**config.mk**
```make
export PLATFORM = sky130hd
export DESIGN_NAME = if_fetch_stage
export DESIGN_NICKNAME = d
export VERILOG_FILES = /design/src/rtl/if_fetch_stage.sv
export SDC_FILE = /design/constraint.sdc
export NUM_CORES = 1
export LEC_CHECK = 0
export ABC_AREA = 1
export CAP_MARGIN = 10
export CELL_PAD_IN_SITES_DETAIL_PLACEMENT = 1
export CELL_PAD_IN_SITES_GLOBAL_PLACEMENT = 1
export CORE_MARGIN = 10
export CORE_UTILIZATION = 39
export DETAILED_ROUTE_END_ITERATION = 12
export PLACE_DENSITY = 0.81
export SYNTH_ARGS = -nofsm -noshare
export SYNTH_HDL_FRONTEND = slang
export SYNTH_SLANG_ARGS = --single-unit
```
**constraint.sdc**
```tcl
create_clock -name clk -period 1.9 [get_ports clk]
set_clock_uncertainty 0.05 [all_clocks]
set_input_delay 0.475 -clock clk [delete_from_list [all_inputs] [get_ports clk]]
set_output_delay 0.475 -clock clk [all_outputs]
set_load 0.02 [all_outputs]
```
**src/rtl/if_fetch_stage.sv**
```systemverilog
// if_fetch_stage: PC, req/ack instruction fetch and IF/ID register with stall, hold and redirect handling
module if_fetch_stage #(
    parameter logic [31:0] RESET_PC = 32'h00000000,
    parameter logic [31:0] NOP_INST = 32'h00000013
) (
    input  logic        clk,
    input  logic        rstn,
    input  logic        ifin_stall,
    input  logic        ifin_redirect,
    input  logic [31:0] ifin_redirect_pc,
    output logic        imem_req,
    output logic [31:0] imem_addr,
    input  logic        imem_ack,
    input  logic [31:0] imem_rdata,
    output logic [31:0] ifout_id_inst_orig,
    output logic [31:0] ifout_id_pc,
    output logic        ifout_id_valid
);
    typedef enum logic [1:0] {IDLE, REQ, DROP} state_t;
    state_t      state;
    logic [31:0] pc;
    logic [31:0] drop_addr;
    logic [31:0] hold_inst;
    logic [31:0] hold_pc;
    logic        hold_valid;
    // DROP keeps presenting the abandoned address so the memory sees a stable request
    assign imem_req  = state != IDLE;
    assign imem_addr = state == DROP ? drop_addr : pc;
    // fetch sequencing, hold buffer and IF/ID register; redirect outranks stall
    always_ff @(posedge clk or negedge rstn) begin
        if (!rstn) begin
            state              <= IDLE;
            pc                 <= RESET_PC;
            drop_addr          <= 32'h0;
            hold_inst          <= 32'h0;
            hold_pc            <= 32'h0;
            hold_valid         <= 1'b0;
            ifout_id_inst_orig <= NOP_INST;
            ifout_id_pc        <= 32'h0;
            ifout_id_valid     <= 1'b0;
        end else if (ifin_redirect) begin
            pc                 <= ifin_redirect_pc;
            hold_valid         <= 1'b0;
            ifout_id_inst_orig <= NOP_INST;
            ifout_id_valid     <= 1'b0;
            state              <= state != IDLE && !imem_ack ? DROP : REQ;
            if (state == REQ && !imem_ack) drop_addr <= pc;
        end else begin
            case (state)
                IDLE: begin
                    if (!hold_valid) state <= REQ;
                    else if (!ifin_stall) begin
                        ifout_id_inst_orig <= hold_inst;
                        ifout_id_pc        <= hold_pc;
                        ifout_id_valid     <= 1'b1;
                        hold_valid         <= 1'b0;
                        state              <= REQ;
                    end
                end
                REQ: begin
                    if (imem_ack) begin
                        pc <= pc + 32'd4;
                        if (ifin_stall) begin
                            hold_inst  <= imem_rdata;
                            hold_pc    <= pc;
                            hold_valid <= 1'b1;
                            state      <= IDLE;
                        end else begin
                            ifout_id_inst_orig <= imem_rdata;
                            ifout_id_pc        <= pc;
                            ifout_id_valid     <= 1'b1;
                        end
                    end else if (!ifin_stall) begin
                        ifout_id_inst_orig <= NOP_INST;
                        ifout_id_valid     <= 1'b0;
                    end
                end
                DROP: if (imem_ack) state <= REQ;
                default: state <= IDLE;
            endcase
        end
    end
endmodule
```
# Word level (Yosys, flattened, before mapping)
# Cells that the tools add are included.
dict set report word_totals {
  ff_bits 196
  in_bits 69
}
dict set report classes {
  n_mux 36
  n_bitwise 1
  n_reduce_logical 17
  n_addsub 1
  n_eq_ne 14
}
# operator count
set ops {}
lappend ops {{two-way mux 32 bit} 14}
lappend ops {{one-hot mux 32 bit (2 select lines)} 2}
lappend ops {{adder 32 x 3 -> 32 bit (second input constant)} 1}
lappend ops {{!= test 3 bit (second input constant)} 6}
lappend ops {{two-way mux 2 bit} 7}
lappend ops {{AND reduction 4 bit} 3}
lappend ops {{two-way mux 1 bit} 10}
lappend ops {{!= test 2 bit (second input constant)} 4}
lappend ops {{!= test 4 bit (second input constant)} 2}
lappend ops {{nonzero test 2 bit} 4}
lappend ops {{one-hot mux 2 bit (3 select lines)} 1}
lappend ops {{AND reduction 3 bit} 2}
lappend ops {{AND reduction 6 bit} 1}
lappend ops {{one-hot mux 1 bit (2 select lines)} 2}
lappend ops {{AND reduction 2 bit} 2}
lappend ops {{nonzero test 3 bit} 1}
lappend ops {{== test 2 x 1 -> 1 bit (second input constant)} 1}
lappend ops {{== test 2 bit (second input constant)} 1}
lappend ops {{logical AND 1 bit} 2}
lappend ops {{zero test 2 bit} 1}
lappend ops {{zero test 1 bit} 1}
lappend ops {{NOT 1 bit} 1}

# Depth between registers and ports, before layout
# Gate-level depths: netlist of the first run.
dict set report logic_depth {
  ltp_word 4
  mapped_depth 10
  depth_no_buf 10
}

# Worst setup path after synthesis of the first run
# OpenSTA, ideal clock, no wires.
dict set report synth_timing {
  path_kind {register to output}
  from {register state[0]}
  to {output port imem_addr[13]}
  path_slack_ps -33
  path_stages_with_launch 5
  arrival_time_ps 1408
  path_cell_list {dfrtp_1 nor2_1 buf_2 inv_1 o21ai_0}
}
dict set report synth_via {
  elab_chain_len 2
}
# item line
set synth_lines {}
lappend synth_lines {{start, declared} 20} ;# state_t state;
lappend synth_lines {{start signal, assigned} 46} ;# state <= state != IDLE && !imem_ack ? DROP : REQ;
lappend synth_lines {{== test 2 bit} 28} ;# assign imem_addr = state == DROP ? drop_addr : pc;
lappend synth_lines {{two-way mux 32 bit} 28}
lappend synth_lines {{end, declared} 12} ;# output logic [31:0] imem_addr,
# Every way passes these cells.

# Final worst setup path of the first run
dict set report layout_timing {
  from {register state[1]}
  to {output port imem_addr[27]}
}
# Same word-level chain as after synthesis.

==> qor.txt, run 1 <==
==================================================================================
Average size of a mapped cell                                             7.74 µm²
Mapped cell area                                                          9520 µm²
Clock Power Share                                                            20.6%
Synthesized netlist net count                                                 1299
All-layer global routing usage                                               22.7%
Leakage component of the power                                             6.41 nW
Effective utilization at floorplan                                           39.4%
Synth-to-layout area growth                                                  43.3%
Violations in the final reports                                       negative setup slack
Setup repair after global routing missed its margin                            yes
Number of antenna violations at the first check in global routing                2
Clock insertion delay at the later pin of the skew report                  0.45 ns
Cell at the slowest stage of the critical path                        sky130_fd_sc_hd__dfrtp_1
Required time of the critical path                                         1.37 ns
Number of sinks driven by the clock tree                                       196
Highest attainable clock frequency                                       0.445 GHz
DIE HEIGHT                                                                  176 µm
Post-Place Worst Slack                                                   -0.456 ns
Clock buffer count from CTS                                                     17
Fin util                                                                     56.4%
Kind of start point of the critical path                                 flip-flop
Via count of the first global-routing pass                                   10400
Setup violators final                                                           33
CP max FO                                                                        7
Worst setup path category                                               reg -> out
Setup TNS                                                                 -9.34 ns
Pwr per Cell Area                                                      1330 nW/µm²
DP HPWL                                                                   24900 µm
Count of mapped cells out of synthesis                                        1229
Total Die Area                                                           31100 µm²
Warning count from the yosys run                                                 0
Class of the worst hold path                                            reg -> reg
Library cell appearing most often on the critical path                sky130_fd_sc_hd__buf_6
Share of the clock period used by the worst path after layout                 118%
Total number of H-tree levels                                                    4
Endpoint type of the worst setup path                                   output pin
Number of nets in the final layout                                            1548
Worst rel slew slack                                                         66.0%
Worst setup slack after layout                                           -0.347 ns
Number of I/O port buffers                                                     166
Grt met3 use                                                                 5.70%
Fraction of power spent switching nets                                       41.6%
Total power draw                                                          0.0181 W
Root buf cell                                                         sky130_fd_sc_hd__clkbuf_16
Relative contribution of combinational cells to total power                  41.7%
Worst stage delay on the critical path                                     0.41 ns
Part of the total power dissipated in sequential elements                    37.8%
First-pass GRT wire length                                                56800 µm
Synth cell types                                                                32
Placement row count                                                             57
Internal power                                                            0.0106 W
Global-route layer with the greatest usage                                    met2
Total number of vias                                                          9766
Max-slew violation count                                                         0
Number of top-level design ports                                               167
Hold Path Cell Cnt                                                               2
Final-report hold violation count                                                0
DRC violations left                                                              0
R2r worst-path depth                                                             9
Critical path, cell by cell                                           inv_2 > nor2_4 > buf_6 > buf_6 > buf_16 > o21ai_2 > buf_6
Synthesized flop and latch total                                               196
Met2 GRT Util                                                                37.6%
Max Buffers Root-to-Sink                                                         2
Clock-pin transition on the worst setup and hold timing paths              0.08 ns
Met1 usage                                                                   28.6%
Core Box Area                                                            24200 µm²
Vias per cell                                                                 5.38
Sw Pwr                                                                   0.00753 W
Worst EP arrival                                                           1.72 ns
Aggregate routed wire length                                              37100 µm
Tightest Pin Transition                                                   0.510 ns
Number of nets with antenna violations after routing                             0
Routed length per instance                                                 20.4 µm
DR pass1 iterations                                                              5
Final weighted congestion in routability-driven placement                    0.901
Outcome                                                               finished with violations
Max-cap violations                                                               0
Horizontal extent of the die                                                176 µm
Pin count of the biggest net entering global routing                            68
Minimum clock period                                                       2.25 ns
Starting DRC count in detailed routing                                         625
Share of final-layout standard cells stronger than drive strength 1          20.2%
VDD IR max                                                                0.674 mV
Overflow left after global routing                                               0
Sequential share of the synthesized area                                     51.6%
TritonCTS clock tree                                                         built
==================================================================================
layout make-up:
class                      count  area (µm²)
clock buffer                  18         439
sequential                   196        4910
inverter                      85         329
fill                        2893       10500
clock inverter                14         160
antenna                        1        2.50
timing repair buffer         300        3070
tap                          324         405
multi-input combinational    878        4330
layer usage:
layer / share of wire, % / vias to the layer above
met3: 6.2 / 58
met1: 43 / 4914
met4: 2.0 / 2
met2: 49 / 288
met5: 0.049 / -
li1: - / 4504
cells in the final DEF, fill, tap and decap left out, drive strengths merged, types with 30 or more instances in the layout:
cell | synthesis | routed
buf | 44 | 163
a31oi | 30 | 30
clkdlybuf4s50 | 0 | 67
o21ai | 220 | 220
inv | 85 | 90
nand3 | 81 | 81
nor2 | 116 | 117
dlygate4sd2 | 0 | 65
nand2 | 385 | 385
dfrtp | 193 | 193
synth_stat cells:
master | instances | share of area [%]
sky130_fd_sc_hd__o21ai_0 | 203 | 11
sky130_fd_sc_hd__a211oi_1 | 2 | 0.16
sky130_fd_sc_hd__dfstp_2 | 3 | 0.83
sky130_fd_sc_hd__nor2_4 | 3 | 0.35
sky130_fd_sc_hd__o22ai_1 | 6 | 0.39
sky130_fd_sc_hd__a31oi_1 | 30 | 2.0
sky130_fd_sc_hd__o211ai_1 | 3 | 0.24
sky130_fd_sc_hd__nand2_4 | 1 | 0.12
sky130_fd_sc_hd__nand3_1 | 81 | 4.3
sky130_fd_sc_hd__clkbuf_1 | 27 | 1.1
sky130_fd_sc_hd__and2_1 | 2 | 0.13
sky130_fd_sc_hd__buf_6 | 4 | 0.47
sky130_fd_sc_hd__o21ai_1 | 17 | 0.89
sky130_fd_sc_hd__a21oi_1 | 14 | 0.74
sky130_fd_sc_hd__nor4_1 | 1 | 0.066
sky130_fd_sc_hd__nor2_8 | 2 | 0.42
sky130_fd_sc_hd__buf_1 | 1 | 0.039
sky130_fd_sc_hd__nor2_2 | 5 | 0.33
sky130_fd_sc_hd__nand4_1 | 2 | 0.13
sky130_fd_sc_hd__o31ai_1 | 3 | 0.24
sky130_fd_sc_hd__buf_4 | 7 | 0.55
sky130_fd_sc_hd__inv_4 | 1 | 0.066
sky130_fd_sc_hd__inv_1 | 77 | 3.0
sky130_fd_sc_hd__nor3_1 | 10 | 0.53
sky130_fd_sc_hd__xor2_1 | 1 | 0.092
sky130_fd_sc_hd__nor2_1 | 106 | 4.2
sky130_fd_sc_hd__dfrtp_1 | 193 | 51
sky130_fd_sc_hd__nand2_2 | 2 | 0.13
sky130_fd_sc_hd__ha_1 | 1 | 0.13
sky130_fd_sc_hd__nand2_1 | 382 | 15
sky130_fd_sc_hd__inv_2 | 7 | 0.28
sky130_fd_sc_hd__buf_2 | 32 | 1.7
flip-flops by register name, summed over array words and instances, names as in the netlist:
name / cells
hold_pc: 32
ifout_id_pc: 32
ifout_id_inst_orig: 32
state: 2
ifout_id_valid: 1
drop_addr: 32
pc: 32
hold_inst: 32
hold_valid: 1
per-stage QoR:
stage               area, µm²  hold slack, ns  cells
CTS                     13300           0.426   1806
global route            13600           0.448   1815
detailed placement      12300           0.411   1756
finish                  13600           0.421   1816
floorplan                9520           0.129   1229
global placement        12300           0.405   1756
repair_timing:
action,CTS,global route
pin swaps,8,7
buffers inserted,13,8
cloned,6,2
gates resized for setup,389,61
hold endpoints to repair,43,0
hold buffers,1,0
setup endpoints to repair,103,106
critical path: cells and delay by family (launching register included):
family,cells,cell delay [ns]
AO/OA/AOI/OAI,1,0.14
buffers and inverters,5,0.65
flip-flops,1,0.41
AND/OR/NAND/NOR,1,0.06
logic make-up after synthesis:
group / Yosys count / synth area share, %
buffers and inverters: 156 / 7.19
adder cells (fa/ha/maj): 1 / 0.131
AO/OA/AOI/OAI: 278 / 15.3
XOR/XNOR: 1 / 0.0920
AND/OR/NAND/NOR: 597 / 25.7
flip-flops: 196 / 51.6
worst paths after layout:
| path | from | endpoint | slack [ns] |
|---|---|---|---|
| worst max-delay path | state[1]$_DFFE_PN0P_ | imem_addr[27] | -0.35 |
| worst min-delay path | ifout_id_pc[9]$_DFFE_PN0P_ | ifout_id_pc[9]$_DFFE_PN0P_ | 0.42 |
| worst max register to register | state[0]$_DFFE_PN0P_ | hold_pc[8]$_DFFE_PN0P_ | 0 |
| worst min register to register | ifout_id_pc[9]$_DFFE_PN0P_ | ifout_id_pc[9]$_DFFE_PN0P_ | 0.42 |
| max in group asynchronous | rstn | ifout_id_inst_orig[10]$_DFFE_PN0P_ | 0.67 |
| min in group asynchronous | rstn | ifout_id_pc[28]$_DFFE_PN0P_ | 0.49 |
power by group through the flow:
| stage | sequential (W) | combinational (W) | clock (W) |
|---|---|---|---|
| final | 0.00684 | 0.00755 | 0.00373 |
| after global routing | 0.00702 | 0.00830 | 0.00392 |
| after CTS | 0.00677 | 0.00726 | 0.00375 |
| after detailed placement | 0.00681 | 0.00713 | 0 |
| after global placement | 0.00676 | 0.00686 | 0 |
| after floorplan | 0.00727 | 0.00305 | 0 |
(Power assumes the default switching activity.)
==> run 2: changes to the inputs <==
CAP_MARGIN = 20   (was 10)
==> results of run 2 <==
The final DEF is identical to that of run 1; final timing and power are the same.
